[src/rtl/router_pkg.sv]
// Shared constants and helpers for the parametrised router register block:
// check-mode selectors, default geometry, header field slicing and the CRC byte step.
package router_pkg;

    localparam int CHECK_XOR     = 0;
    localparam int CHECK_CRC     = 1;
    localparam int DEF_DATA_W    = 8;
    localparam int DEF_ADDR_W    = 2;
    localparam int DEF_NUM_PORTS = 3;

    // Header fields are returned zero-extended to 32 bits so callers of any width can compare them.
    function automatic logic [31:0] hdr_addr(input logic [31:0] hdr, input int addr_w);
        return hdr & ((32'd1 << addr_w) - 32'd1);
    endfunction

    function automatic logic [31:0] hdr_len(input logic [31:0] hdr, input int addr_w);
        return hdr >> addr_w;
    endfunction

    // One MSB-first CRC step over a width-bit byte; the poly's top bit is implicit.
    function automatic logic [31:0] crc_step(input logic [31:0] crc_in, input logic [31:0] data,
                                             input logic [31:0] poly, input int width);
        logic [31:0] mask;
        logic [31:0] msb;
        logic [31:0] c;
        mask = (width >= 32) ? 32'hFFFF_FFFF : ((32'd1 << width) - 32'd1);
        msb  = 32'd1 << (width - 1);
        c    = (crc_in ^ data) & mask;
        for (int i = 0; i < 32; i++) begin
            if (i < width) begin
                if ((c & msb) != 32'd0) begin
                    c = ((c << 1) ^ poly) & mask;
                end else begin
                    c = (c << 1) & mask;
                end
            end
        end
        return c;
    endfunction

endpackage

[src/rtl/router_chk_acc.sv]
// Packet check accumulator: clears on a new packet and folds one byte per enabled
// cycle, either by XOR or by a single CRC byte step.
module router_chk_acc
    import router_pkg::*;
#(
    parameter int                DATA_W    = DEF_DATA_W,
    parameter int                FOLD_MODE = CHECK_XOR,
    parameter logic [DATA_W-1:0] CRC_POLY  = DATA_W'(8'h07)
) (
    input  logic              clock,
    input  logic              reset,
    input  logic              clear,
    input  logic              fold_en,
    input  logic [DATA_W-1:0] fold_data,
    output logic [DATA_W-1:0] chk
);

    logic [DATA_W-1:0] fold_res_s;
    logic [DATA_W-1:0] chk_next_s;

    // Fold result for the selected mode, then clear > fold > hold selection.
    always_comb begin
        fold_res_s = chk ^ fold_data;
        chk_next_s = chk;
        case (FOLD_MODE)
            CHECK_CRC: fold_res_s = DATA_W'(crc_step(32'(chk), 32'(fold_data), 32'(CRC_POLY), DATA_W));
            default:   fold_res_s = chk ^ fold_data;
        endcase
        if (clear) begin
            chk_next_s = '0;
        end else if (fold_en) begin
            chk_next_s = fold_res_s;
        end else begin
            chk_next_s = chk;
        end
    end

    // Accumulator register.
    always_ff @(posedge clock or posedge reset) begin
        if (reset) begin
            chk <= '0;
        end else begin
            chk <= chk_next_s;
        end
    end

endmodule

[src/rtl/router_reg_param.sv]
// Router datapath register block: header latch, full-byte hold, FIFO write data,
// trailer check (XOR or CRC), payload counting and length check.
module router_reg_param
    import router_pkg::*;
#(
    parameter int                DATA_W     = DEF_DATA_W,
    parameter int                ADDR_W     = DEF_ADDR_W,
    parameter int                NUM_PORTS  = DEF_NUM_PORTS,
    parameter int                CHECK_MODE = CHECK_XOR,
    parameter logic [DATA_W-1:0] CRC_POLY   = DATA_W'(8'h07)
) (
    input  logic                     clock,
    input  logic                     reset,
    input  logic                     pkt_valid,
    input  logic                     fifo_full,
    input  logic                     rst_int_reg,
    input  logic                     detect_add,
    input  logic                     lfd_state,
    input  logic                     ld_state,
    input  logic                     laf_state,
    input  logic                     full_state,
    input  logic [DATA_W-1:0]        data_in,
    output logic [DATA_W-1:0]        dout,
    output logic                     parity_done,
    output logic                     low_pkt_valid,
    output logic                     err,
    output logic                     len_err,
    output logic [DATA_W-ADDR_W-1:0] byte_cnt
);

    localparam int CNT_W = DATA_W - ADDR_W;

    logic [DATA_W-1:0] hold_hdr_r;
    logic [DATA_W-1:0] ffb_r;
    logic [DATA_W-1:0] rx_chk_r;
    logic [DATA_W-1:0] chk_acc_s;
    logic [DATA_W-1:0] fold_data_s;
    logic              done_d_r;
    logic              hdr_ok_s;
    logic              pay_fold_s;
    logic              fold_en_s;
    logic              trl_take_s;
    logic              pdone_set_s;
    logic              len_mismatch_s;

    assign hdr_ok_s       = detect_add && pkt_valid &&
                            (hdr_addr(32'(data_in), ADDR_W) < 32'(NUM_PORTS));
    assign pay_fold_s     = ld_state && pkt_valid && !full_state;
    assign fold_en_s      = lfd_state || pay_fold_s;
    assign fold_data_s    = lfd_state ? hold_hdr_r : data_in;
    assign trl_take_s     = ld_state && !fifo_full && !pkt_valid;
    assign pdone_set_s    = trl_take_s || (laf_state && low_pkt_valid && !parity_done);
    assign len_mismatch_s = 32'(byte_cnt) != hdr_len(32'(hold_hdr_r), ADDR_W);

    router_chk_acc #(
        .DATA_W    (DATA_W),
        .FOLD_MODE (CHECK_MODE),
        .CRC_POLY  (CRC_POLY)
    ) u_chk_acc (
        .clock     (clock),
        .reset     (reset),
        .clear     (detect_add),
        .fold_en   (fold_en_s),
        .fold_data (fold_data_s),
        .chk       (chk_acc_s)
    );

    // Byte path: header latch, full-byte hold, received check byte and FIFO write data.
    always_ff @(posedge clock or posedge reset) begin
        if (reset) begin
            hold_hdr_r <= '0;
            ffb_r      <= '0;
            rx_chk_r   <= '0;
            dout       <= '0;
        end else begin
            if (hdr_ok_s) begin
                hold_hdr_r <= data_in;
            end
            if (lfd_state) begin
                dout <= hold_hdr_r;
            end else if (ld_state && !fifo_full) begin
                dout <= data_in;
            end else if (laf_state) begin
                dout <= ffb_r;
            end
            if (ld_state && fifo_full) begin
                ffb_r <= data_in;
            end
            if (trl_take_s) begin
                rx_chk_r <= data_in;
            end
        end
    end

    // Packet status; err/len_err are evaluated once, the cycle after parity_done rises.
    always_ff @(posedge clock or posedge reset) begin
        if (reset) begin
            byte_cnt      <= '0;
            low_pkt_valid <= 1'b0;
            parity_done   <= 1'b0;
            done_d_r      <= 1'b0;
            err           <= 1'b0;
            len_err       <= 1'b0;
        end else begin
            if (detect_add) begin
                byte_cnt <= '0;
            end else if (pay_fold_s && (byte_cnt != {CNT_W{1'b1}})) begin
                byte_cnt <= byte_cnt + CNT_W'(1);
            end
            if (rst_int_reg) begin
                low_pkt_valid <= 1'b0;
            end else if (ld_state && !pkt_valid) begin
                low_pkt_valid <= 1'b1;
            end
            if (detect_add) begin
                parity_done <= 1'b0;
            end else if (pdone_set_s) begin
                parity_done <= 1'b1;
            end
            if (detect_add) begin
                done_d_r <= 1'b0;
                err      <= 1'b0;
                len_err  <= 1'b0;
            end else if (parity_done && !done_d_r) begin
                done_d_r <= 1'b1;
                err      <= (chk_acc_s != rx_chk_r);
                len_err  <= len_mismatch_s;
            end
        end
    end

endmodule

[config.mk]
export PLATFORM = sky130hd
export DESIGN_NAME = router_reg_param
export DESIGN_NICKNAME = d
export VERILOG_FILES = /design/src/rtl/router_pkg.sv /design/src/rtl/router_chk_acc.sv /design/src/rtl/router_reg_param.sv
export SDC_FILE = /design/constraint.sdc
export NUM_CORES = 1
export LEC_CHECK = 0
export BUFFER_PORTS_ARGS = -buffer_cell sky130_fd_sc_hd__buf_2
export CORE_MARGIN = 3
export CORE_UTILIZATION = 55
export DETAILED_ROUTE_END_ITERATION = 6
export GPL_TIMING_DRIVEN = 0
export PLACE_DENSITY = 0.77
export SETUP_SLACK_MARGIN = 0.5
export SLEW_MARGIN = 10
export SYNTH_ARGS = -nofsm -noshare
export SYNTH_HDL_FRONTEND = slang
export SYNTH_SLANG_ARGS = --single-unit
export TNS_END_PERCENT = 50
[constraint.sdc]
create_clock -name clock -period 2.75 [get_ports clock]
set_clock_uncertainty 0.05 [all_clocks]
set_input_delay 0 -clock clock [delete_from_list [all_inputs] [get_ports clock]]
set_output_delay 0 -clock clock [all_outputs]
set_load 0.05 [all_outputs]
==> results of run 1 <==
==> logic make-up after synthesis <==
group                    Yosys count
AO/OA/AOI/OAI                     33
XOR/XNOR                          25
adder cells (fa/ha/maj)            1
buffers and inverters             18
flip-flops                        51
multiplexers                      26
AND/OR/NAND/NOR                   68
==> state kept, by name, summed over array words and instances (netlist names) <==
name / cells
parity_done: 1
err: 1
rx_chk_r: 8
byte_cnt: 6
done_d_r: 1
len_err: 1
ffb_r: 8
hold_hdr_r: 8
low_pkt_valid: 1
u_chk_acc.chk: 8
dout: 8
==> layout by cell type, fill, tap and decap left out, drive strengths merged, types with 9 or more instances in the layout <==
| cell type | n |
|---|---|
| xor2 | 17 |
| dlygate4sd3 | 13 |
| buf | 38 |
| dfrtp | 51 |
| nand2 | 13 |
| inv | 10 |
| nor2 | 42 |
| mux2 | 23 |
| clkbuf | 9 |
==> synthesized netlist by cell type (all sizes together), types with 3 or more instances <==
cell type | instances | area [um^2]
a21boi | 8 | 60.1
dfrtp | 51 | 1280
buf | 5 | 32.5
xnor2 | 8 | 70.1
inv | 10 | 37.5
mux2i | 3 | 30.0
xor2 | 17 | 149
mux2 | 23 | 259
a21oi | 8 | 40.0
nor2 | 42 | 160
clkbuf | 3 | 11.3
a311o | 7 | 70.1
nand2 | 13 | 51.3
a211oi | 3 | 22.5
==> area by class of cell <==
| cell class | instances | area (um^2) | area share |
|---|---|---|---|
| Clock buffer | 6 | 82.6 | 0.0286 |
| Multi-Input combinational cell | 153 | 1060 | 0.367 |
| Inverter | 10 | 37.5 | 0.0130 |
| Buffer | 8 | 43.8 | 0.0152 |
| Sequential cell | 51 | 1280 | 0.442 |
| Clock inverter | 2 | 16.3 | 0.00563 |
| Timing Repair Buffer | 46 | 310 | 0.107 |
| Tap cell | 50 | 62.6 | 0.0217 |
==> critical path, stage by stage <==
cell	delay, ns
sky130_fd_sc_hd__dlygate4sd3_1	0.56
sky130_fd_sc_hd__buf_4	0.17
sky130_fd_sc_hd__clkbuf_1	0.37
sky130_fd_sc_hd__nand2_1	0.15
sky130_fd_sc_hd__a21boi_0	0.16
sky130_fd_sc_hd__xor2_1	0.15
sky130_fd_sc_hd__nor2_1	0.05
==> per-stage QoR <==
step | worst slack (ns) | hold slack [ns]
2_1_floorplan | 1.11 | 0.0164
3_3_place_gp | 0.822 | 0.106
3_5_place_dp | 1.33 | -0.0828
4_1_cts | 1.31 | 0.103
5_1_grt | 1.10 | 0.149
6_report | 1.26 | 0.110
==> worst paths after layout <==
path                             start                to  slack, ns
min in group asynchronous        reset       parity_done       0.12
min                          pkt_valid     hold_hdr_r[1]       0.11
max                          lfd_state  u_chk_acc.chk[7]       1.26
min reg2reg                   done_d_r          done_d_r       0.46
max in group asynchronous        reset  u_chk_acc.chk[3]       2.03
max reg2reg                byte_cnt[0]       byte_cnt[4]       1.32
==> per-layer routing <==
metal  GRT usage  wire (um)
met1       0.305       2430
met5           0          0
met3      0.0332        162
met2       0.338       2280
met4      0.0835         89
==> power by group through the flow <==
stage	Sequential (mW)	Combinational (mW)	Clock (mW)
floorplan	1.01	0.218	0
global placement	0.935	0.381	0
detailed placement	0.941	0.394	0
CTS	0.925	0.410	0.468
global route	0.938	0.448	0.493
finish	0.925	0.406	0.459
==> impl_table.tex, run 1 <==
\begin{tabular}{lr}
\hline
Metric & Value \\
\hline
\multicolumn{2}{l}{\textbf{Critical path}} \\
Critical path arrival & 1.62 ns \\
Startpoint types & input port \\
CP endpoint kind & flop \\
Crit Path Category & in -> reg \\
Maximum fanout encountered on the critical timing path & 10 \\
Data required time at the worst endpoint & 2.88 ns \\
Cell count of the worst reg-to-reg path & 5 \\
\multicolumn{2}{l}{\textbf{Synthesis}} \\
Largest family of logic cells by synthesized area & simple AND/OR/NAND/NOR gates \\
Fraction of registers with async set/reset & 1.00 \\
Sequential-to-total area share from yosys stat & 0.528 \\
Count of yosys warnings during synthesis & 0 \\
Post-synthesis sequential element count & 51 \\
Arithmetic-cell share of the synthesized area counting full adders, half adders and majority gates & 0.00518 \\
Number of enable-type register cells in the synthesized netlist & 0 \\
Compound-cell area share of the yosys netlist & 0.100 \\
Xor/xnor share of the synthesized area & 0.0906 \\
Simple-Gate Fraction of Synth Area & 0.122 \\
Net count after synthesis & 241 \\
Syn Inst Count & 222 \\
Synth Cell Area & 0.00242 mm\^{}2 \\
Portion of netlist area occupied by mux cells & 0.120 \\
Number of distinct library cells after synthesis & 34 \\
Mean instance size in the synthesized netlist & 10.9 um\^{}2 \\
Commonest register cell after synthesis & sky130\_fd\_sc\_hd\_\_dfrtp\_1 \\
\multicolumn{2}{l}{\textbf{Timing}} \\
Highest Clock Rate & 669 MHz \\
Final-layout setup total negative slack & 0 ns \\
Final min period & 1.49 ns \\
Transition at the pin with the smallest max-transition slack & 0.477 ns \\
Final Hold Viols & 0 \\
Worst max-slew margin expressed relative to the limit & 0.682 \\
Setup violation total in the final timing report & 0 \\
Number of slew-limit violations in the final report & 0 \\
Part of the cycle the worst path needs & 0.543 \\
Setup repair after global routing missed its margin & no \\
\multicolumn{2}{l}{\textbf{Power and ir drop}} \\
Clock group share of total power & 0.257 \\
Internal power & 1.23 mW \\
Sw frac & 0.313 \\
Leakage Power & 1.37 nW \\
Overall power after layout & 1.79 mW \\
Sequential share of power & 0.517 \\
Switching power of the nets & 0.560 mW \\
P per Cell Area & 620 mW/mm\^{}2 \\
Gate power share & 0.227 \\
Max VDD drop & 0.496 mV \\
\multicolumn{2}{l}{\textbf{Die}} \\
Placement row count & 23 \\
Core region area & 0.00412 mm\^{}2 \\
Die Outline Area & 0.00522 mm\^{}2 \\
Starting density of the core & 0.587 \\
Number of top-level pins & 36 \\
Die width & 72.3 um \\
Height of the die & 72.3 um \\
\multicolumn{2}{l}{\textbf{CTS}} \\
Count of buffers added by post-CTS timing repair for setup & 0 \\
TritonCTS clock tree & built \\
TritonCTS Sinks & 51 \\
Clock buffers created by TritonCTS & 5 \\
Clock latency of the later-clocked register in the worst-skew pair & 0.31 ns \\
PostCTS Resize Cnt & 0 \\
Maximum buffer depth of the clock tree & 2 \\
Count of hold-fix buffers inserted at cts & 13 \\
Clock root buffer master & sky130\_fd\_sc\_hd\_\_clkbuf\_8 \\
H-Tree Depth & 2 \\
Clk pin slew, worst setup/hold paths & 0.10 ns \\
\multicolumn{2}{l}{\textbf{Cells and area}} \\
Non-filler instance count after layout & 326 \\
Area growth from synthesis to layout & 19.5\% \\
ANT cells & 0 \\
Fraction of layout instances using a drive strength above 1 & 0.257 \\
Post-route core utilization & 0.702 \\
Summed area of non-filler cells in the final layout & 0.00289 mm\^{}2 \\
Filler Cell Count & 333 \\
Post-layout nets & 294 \\
\multicolumn{2}{l}{\textbf{Flow run}} \\
Max-cap violations & 0 \\
\multicolumn{2}{l}{\textbf{Drt}} \\
Detailed router's first-iteration violation count & 121 \\
TritonRoute pass-1 iters & 4 \\
DRC viols & 0 \\
DR vias/cell & 5.35 \\
Via count & 1743 \\
Final wirelength & 4960 um \\
Avg WL per Cell & 15.2 um \\
Routed Antenna Nets & 0 \\
\multicolumn{2}{l}{\textbf{GRT}} \\
Wire length of the first global-routing pass & 8630 um \\
Maximum number of pins on one net before global-route repair & 40 \\
Number of global-route vias before repair & 1811 \\
Total routing resource utilization after global routing & 0.216 \\
Initial antenna violation count & 0 \\
GR Overflow Total & 0 \\
\multicolumn{2}{l}{\textbf{Worst hold path}} \\
Worst hold path stage count & 4 \\
Min-delay worst type & in -> reg \\
\multicolumn{2}{l}{\textbf{Placement}} \\
Total placed instance area & 0.00266 mm\^{}2 \\
Port Buf Inserts & 32 \\
Cell Count Post-Placement & 305 \\
Dpl hpwl & 3640 um \\
GPL Wtd Cong & 0.769 \\
\multicolumn{2}{l}{\textbf{Run status}} \\
Run status & complete, no violations \\
\hline
\end{tabular}
No activity file was read; power rests on OpenSTA's default activity.
==> run 2: changes to the inputs <==
- clock period: 2.75 -> 1.49 ns (I/O delays scaled with it)
==> run 2 against run 1 <==
Effect of this change: the run now ends with negative hold slack left; non-clock buffer count rose by 12; global-route usage rose by 2.3 points; hold slack got worse by 0.23 ns; first-iteration DRC count rose by 17%; critical path depth fell by 3; flip-flop and latch count did not move; power rose by 88%; largest cell class unchanged; clock-buffer cell count fell by 1; cell area rose by 9.7%; critical path type is now reg -> reg; combinational power rose by 110%; die area did not move; worst setup slack got worse by 1.1 ns.
==> impl_table.tex, run 2 (same netlist as run 1, synthesis figures left out) <==
\begin{tabular}{lr}
\hline
Metric & Value \\
\hline
\multicolumn{2}{l}{\textbf{CTS}} \\
H-Tree Depth & 2 (unchanged) \\
Clock latency of the later-clocked register in the worst-skew pair & 0.31 ns (about the same) \\
Maximum buffer depth of the clock tree & 2 (unchanged) \\
TritonCTS clock tree & built \\
Clk pin slew, worst setup/hold paths & 0.09 ns (about the same) \\
TritonCTS Sinks & 51 (unchanged) \\
Clock root buffer master & sky130\_fd\_sc\_hd\_\_clkbuf\_8 \\
Clock buffers created by TritonCTS & 5 (unchanged) \\
\multicolumn{2}{l}{\textbf{Critical path}} \\
CP endpoint kind & flop \\
Worst-path cell chain & ha\_4 > a31oi\_4 > mux2i\_1 > nor2\_1 \\
Family with the most delay on the worst path & flip-flops \\
Crit Path Category & reg -> reg \\
Startpoint types & flop \\
Critical path's slowest cell & sky130\_fd\_sc\_hd\_\_dfrtp\_2 \\
Slowest stage delay, CP & 0.46 ns (-0.10 ns) \\
Number of gates on the worst path with buffers counted & 4 (-3) \\
Buffers \& Inverters on Critical Path & 0 (-3) \\
Maximum fanout encountered on the critical timing path & 4 (-6) \\
Cell count of the worst reg-to-reg path & 4 (-1) \\
Critical path arrival & 1.48 ns (-0.14 ns) \\
Data required time at the worst endpoint & 1.63 ns (-1.25 ns) \\
\multicolumn{2}{l}{\textbf{GRT}} \\
Initial antenna violation count & 0 (unchanged) \\
GR Overflow Total & 0 (unchanged) \\
Number of global-route vias before repair & 1843 (+1.8\%) \\
Wire length of the first global-routing pass & 9390 um (+8.9\%) \\
Total routing resource utilization after global routing & 0.239 (+0.0225) \\
Maximum number of pins on one net before global-route repair & 52 (+30\%) \\
\multicolumn{2}{l}{\textbf{Power and ir drop}} \\
Max VDD drop & 0.647 mV (+30\%) \\
Leakage Power & 1.45 nW (+5.7\%) \\
P per Cell Area & 1060 mW/mm\^{}2 (+72\%) \\
\multicolumn{2}{l}{\textbf{Run status}} \\
Violated checks & negative hold slack \\
Run status & finished, violations left \\
\multicolumn{2}{l}{\textbf{Drt}} \\
TritonRoute pass-1 iters & 4 (unchanged) \\
Detailed router's first-iteration violation count & 141 (+17\%) \\
Final wirelength & 5840 um (+18\%) \\
Routed Antenna Nets & 0 (unchanged) \\
Avg WL per Cell & 17.3 um (+13\%) \\
DR vias/cell & 5.54 (+3.6\%) \\
DRC viols & 0 (unchanged) \\
Via count & 1872 (+7.4\%) \\
\multicolumn{2}{l}{\textbf{Placement}} \\
GPL Wtd Cong & 0.789 (+2.6\%) \\
Port Buf Inserts & 32 (unchanged) \\
Dpl hpwl & 3630 um (-0.39\%) \\
\multicolumn{2}{l}{\textbf{Timing}} \\
Highest Clock Rate & 746 MHz \\
Final min period & 1.34 ns \\
Final-layout setup total negative slack & 0 ns (unchanged) \\
Setup violation total in the final timing report & 0 (unchanged) \\
Hold slack & -0.124 ns (-0.234 ns) \\
Setup repair after global routing missed its margin & yes \\
Number of slew-limit violations in the final report & 0 (unchanged) \\
Worst max-slew margin expressed relative to the limit & 0.280 (-0.402) \\
Final Hold Viols & 52 (+52) \\
Transition at the pin with the smallest max-transition slack & 1.08 ns (+0.602 ns) \\
Part of the cycle the worst path needs & 0.899 \\
\multicolumn{2}{l}{\textbf{Flow run}} \\
Max-cap violations & 0 (unchanged) \\
\multicolumn{2}{l}{\textbf{Cells and area}} \\
Most frequent cells in the layout & sky130\_fd\_sc\_hd\_\_dfrtp\_1, sky130\_fd\_sc\_hd\_\_nor2\_1, sky130\_fd\_sc\_hd\_\_buf\_2 \\
Most common cell after layout, fill and taps aside & sky130\_fd\_sc\_hd\_\_dfrtp\_1 \\
Post-route core utilization & 0.770 (+0.0678) \\
Post-layout nets & 306 (+4.1\%) \\
Area growth from synthesis to layout & 31.1\% \\
ANT cells & 0 (unchanged) \\
Fraction of layout instances using a drive strength above 1 & 0.403 (+0.146) \\
\multicolumn{2}{l}{\textbf{Die}} \\
Height of the die & 72.3 um (unchanged) \\
Die width & 72.3 um (unchanged) \\
Die Outline Area & 0.00522 mm\^{}2 (unchanged) \\
Core region area & 0.00412 mm\^{}2 (unchanged) \\
Number of top-level pins & 36 (unchanged) \\
Placement row count & 23 (unchanged) \\
Starting density of the core & 0.587 (unchanged) \\
\multicolumn{2}{l}{\textbf{Worst hold path}} \\
Min-delay worst type & in -> async \\
\hline
\end{tabular}
run 2: final cells by class:
cell class              instances  area [um^2]
clock inverters                 3         20.0
flip-flops and latches         51         1280
clock buffers                   5         68.8
plain buffers                   8         53.8
fillers                       275          948
repair buffers                 58          429
multi-input cells             153         1200
well taps                      50         62.6
inverters                      10         43.8
run 2: worst register-to-register path, stage by stage, from the launching register on:
cell and delay (ns):
sky130_fd_sc_hd__dfrtp_2 0.46, sky130_fd_sc_hd__ha_4 0.20, sky130_fd_sc_hd__a31oi_4 0.22, sky130_fd_sc_hd__mux2i_1 0.22, sky130_fd_sc_hd__nor2_1 0.07
run 2: path summary, 6_finish.rpt:
check	from	endpoint	slack, ns
worst max-delay path	byte_cnt[0]	byte_cnt[1]	0.15
worst min-delay path	reset	byte_cnt[2]	-0.12
worst max register to register	byte_cnt[0]	byte_cnt[1]	0.15
worst min register to register	done_d_r	done_d_r	0.46
max in group asynchronous	reset	byte_cnt[4]	0.88
min in group clock	lfd_state	dout[4]	-0.01
run 2: routing by layer:
metal,global-route usage,part of all wire,vias up,wire [um]
met4,0.0939,0.020,0,117
met3,0.0402,0.041,10,237
met5,0,0,-,0
li1,-,-,885,-
met1,0.336,0.45,927,2640
met2,0.369,0.49,50,2840
run 2: through the flow:
stage | power (mW) | area (um^2) | setup WS, ns | std cells | hold WS [ns]
2_1_floorplan | 2.27 | 2490 | 0.107 | 222 | -0.00153
3_3_place_gp | 2.43 | 2720 | 0.125 | 304 | 0.103
3_5_place_dp | 2.46 | 2720 | 0.0913 | 304 | 0.108
4_1_cts | 3.34 | 3100 | 0.192 | 335 | -0.0859
5_1_grt | 3.51 | 3170 | 0.0690 | 338 | -0.0516
6_report | 3.37 | 3170 | 0.150 | 338 | -0.124
run 2: repair_timing:
action / in CTS / in global routing
hold endpoints to repair: 82 / 58
buffers inserted: 12 / 1
pin swaps: 12 / 9
gates resized for setup: 33 / 11
setup endpoints to repair: 36 / 46
hold buffers: 11 / 2
cloned: 0 / 0
run 2: power by group:
group | switching (mW) | internal, mW | total, mW
logic | 0.476 | 0.370 | 0.846
clock network | 0.478 | 0.328 | 0.805
registers | 0.147 | 1.57 | 1.72
total | 1.10 | 2.27 | 3.37
==> run 3: changes to the inputs <==
- PLACE_DENSITY: 0.77 -> 0.83
==> run 3 against run 2 <==
Effect of this change: the flow still finishes with violations (negative hold slack); combinational power increased by 2.4%; register-to-register slack hardly changed; hold slack improved by 0.012 ns; cell area is 0.51% higher; via count rose by 5.5%; routed wire length up 10%; critical path depth fell by 1; clock-buffer cell count rose by 3; sequential power hardly changed; final cell count unchanged; power shrank 0.51%; first-iteration DRC count is 26% higher; critical path type unchanged.
==> impl_table.tex, run 3 (same netlist as run 1, synthesis figures left out) <==
\begin{tabular}{lr}
\hline
Metric & Value \\
\hline
\multicolumn{2}{l}{\textbf{Run status}} \\
Run status & finished, violations left \\
Violated checks & negative hold slack \\
\multicolumn{2}{l}{\textbf{Cells and area}} \\
Most frequent cells in the layout & sky130\_fd\_sc\_hd\_\_dfrtp\_1, sky130\_fd\_sc\_hd\_\_nor2\_1, sky130\_fd\_sc\_hd\_\_buf\_2 \\
ANT cells & 0 (unchanged) \\
FF/Latch Area & 0.00128 mm\^{}2 (unchanged) \\
Most common cell after layout, fill and taps aside & sky130\_fd\_sc\_hd\_\_dfrtp\_1 \\
Multi-input gate area & 0.00124 mm\^{}2 (+2.8\%) \\
Fraction of layout instances using a drive strength above 1 & 0.413 (+0.0104) \\
Post-route core utilization & 0.773 (+0.00395) \\
Area growth from synthesis to layout & 31.7\% \\
Filler Cell Count & 241 (-12\%) \\
Post-layout nets & 306 (unchanged) \\
\multicolumn{2}{l}{\textbf{Placement}} \\
Port Buf Inserts & 32 (unchanged) \\
Placement Setup Slack & 0.110 ns (+0.0191 ns) \\
Dpl hpwl & 3660 um (+0.77\%) \\
GPL Wtd Cong & 0.800 (+1.4\%) \\
\multicolumn{2}{l}{\textbf{Timing}} \\
Transition at the pin with the smallest max-transition slack & 1.07 ns (-0.00595 ns) \\
Number of slew-limit violations in the final report & 0 (unchanged) \\
Hold slack & -0.112 ns (+0.0115 ns) \\
Setup violation total in the final timing report & 0 (unchanged) \\
Part of the cycle the worst path needs & 0.890 (-0.00876) \\
Setup repair after global routing missed its margin & yes \\
Final Hold Viols & 58 (+12\%) \\
Min setup slack post-route & 0.163 ns (+0.0131 ns) \\
Final min period & 1.33 ns (-0.0131 ns) \\
Highest Clock Rate & 754 MHz (+0.98\%) \\
Final-layout setup total negative slack & 0 ns (unchanged) \\
Worst max-slew margin expressed relative to the limit & 0.284 (+0.00398) \\
\multicolumn{2}{l}{\textbf{Critical path}} \\
CP endpoint kind & flop \\
Critical path arrival & 1.46 ns (-0.02 ns) \\
Slack of the worst reg-to-reg path & 0.16 ns (about the same) \\
Maximum fanout encountered on the critical timing path & 6 (+2) \\
Data required time at the worst endpoint & 1.62 ns (about the same) \\
Crit Path Category & reg -> reg \\
Startpoint types & flop \\
\multicolumn{2}{l}{\textbf{GRT}} \\
Initial antenna violation count & 0 (unchanged) \\
Top Usage Layer GRT & met2 \\
Met2 track demand over resource & 0.385 (+0.0162) \\
Maximum number of pins on one net before global-route repair & 52 (unchanged) \\
Wire length of the first global-routing pass & 9380 um (about the same) \\
Met1 layer usage reported by global route & 0.320 (-0.0169) \\
Total routing resource utilization after global routing & 0.239 (+0.000565) \\
GR Overflow Total & 0 (unchanged) \\
Number of global-route vias before repair & 1923 (+4.3\%) \\
Met3 usage in global routing & 0.0429 (+0.00277) \\
\multicolumn{2}{l}{\textbf{Die}} \\
Number of top-level pins & 36 (unchanged) \\
Height of the die & 72.3 um (unchanged) \\
Starting density of the core & 0.587 (unchanged) \\
Placement row count & 23 (unchanged) \\
Core region area & 0.00412 mm\^{}2 (unchanged) \\
Die width & 72.3 um (unchanged) \\
Die Outline Area & 0.00522 mm\^{}2 (unchanged) \\
\multicolumn{2}{l}{\textbf{CTS}} \\
H-Tree Depth & 2 (unchanged) \\
Count of hold-fix buffers inserted at cts & 11 (unchanged) \\
Maximum buffer depth of the clock tree & 2 (unchanged) \\
Clock root buffer master & sky130\_fd\_sc\_hd\_\_clkbuf\_8 \\
Clock buffers created by TritonCTS & 5 (unchanged) \\
TritonCTS clock tree & built \\
TritonCTS Sinks & 51 (unchanged) \\
Clock latency of the later-clocked register in the worst-skew pair & 0.31 ns (about the same) \\
Clk pin slew, worst setup/hold paths & 0.09 ns (about the same) \\
\multicolumn{2}{l}{\textbf{Power and ir drop}} \\
Max VDD drop & 0.973 mV (+50\%) \\
Overall power after layout & 3.35 mW (-0.51\%) \\
P per Cell Area & 1050 mW/mm\^{}2 (-1.0\%) \\
Leakage Power & 1.48 nW (+1.9\%) \\
\multicolumn{2}{l}{\textbf{Drt}} \\
TritonRoute pass-1 iters & 4 (unchanged) \\
Avg WL per Cell & 19.1 um (+10\%) \\
Final wirelength & 6440 um (+10\%) \\
Detailed router's first-iteration violation count & 177 (+26\%) \\
DRC viols & 0 (unchanged) \\
Routed Antenna Nets & 0 (unchanged) \\
DR vias/cell & 5.84 (+5.5\%) \\
Via count & 1975 (+5.5\%) \\
\multicolumn{2}{l}{\textbf{Flow run}} \\
Max-cap violations & 0 (unchanged) \\
\multicolumn{2}{l}{\textbf{Worst hold path}} \\
Min-delay worst type & in -> async \\
\hline
\end{tabular}
## run 3: cell types whose count changed in the layout (fill, tap and decap cells not counted), sizes merged
cell / change
buf: +3
clkbuf: +2
clkinv: -1
clkinvlp: -2
dlygate4sd3: -2
## run 3: final timing paths
path	start	end	depth (start not counted)
setup / recovery	byte_cnt[0]	len_err	3
hold / removal	reset	low_pkt_valid	2
setup reg to reg	byte_cnt[0]	len_err	3
hold reg to reg	dout[7]	dout[7]	1
max in group asynchronous	reset	byte_cnt[2]	2
min in group clock	detect_add	len_err	2
## run 3: power breakdown
part / internal (mW) / switching [mW] / total, mW
clock network: 0.334 / 0.426 / 0.761
registers: 1.57 / 0.154 / 1.73
logic: 0.375 / 0.491 / 0.866
total: 2.28 / 1.07 / 3.35
## run 3: metrics by stage
| stage | cells | instance area, um^2 |
|---|---|---|
| after CTS | 333 | 3030 |
| after detailed placement | 304 | 2720 |
| after global placement | 304 | 2720 |
| final | 338 | 3180 |
| after global routing | 338 | 3180 |
| after floorplan | 222 | 2490 |
## run 3: metal layers
metal	share of wire	up-vias
met5	0	-
met4	0.027	0
met3	0.071	18
met2	0.47	95
met1	0.43	979
li1	-	883
## run 3: critical path, cell delays in order (launching register included)
cell and delay, ns:
sky130_fd_sc_hd__dfrtp_2 0.49, sky130_fd_sc_hd__xor2_1 0.18, sky130_fd_sc_hd__nor4_2 0.35, sky130_fd_sc_hd__a311oi_1 0.14
## run 3: layout make-up
class	instances	area share
sequential	51	0.404
multi-input combinational	153	0.389
timing repair buffer	58	0.132
clock buffer	8	0.0252
tap	50	0.0197
buffer	8	0.0173
inverter	10	0.0130
## run 3: what timing repair did
| item | 4_1_cts | 5_1_grt |
|---|---|---|
| buffers inserted | 10 | 5 |
| hold endpoints to repair | 84 | 58 |
| pin swaps | 16 | 14 |
| gates cloned | 0 | 0 |
| setup endpoints to repair | 32 | 43 |
| resized for setup | 21 | 34 |
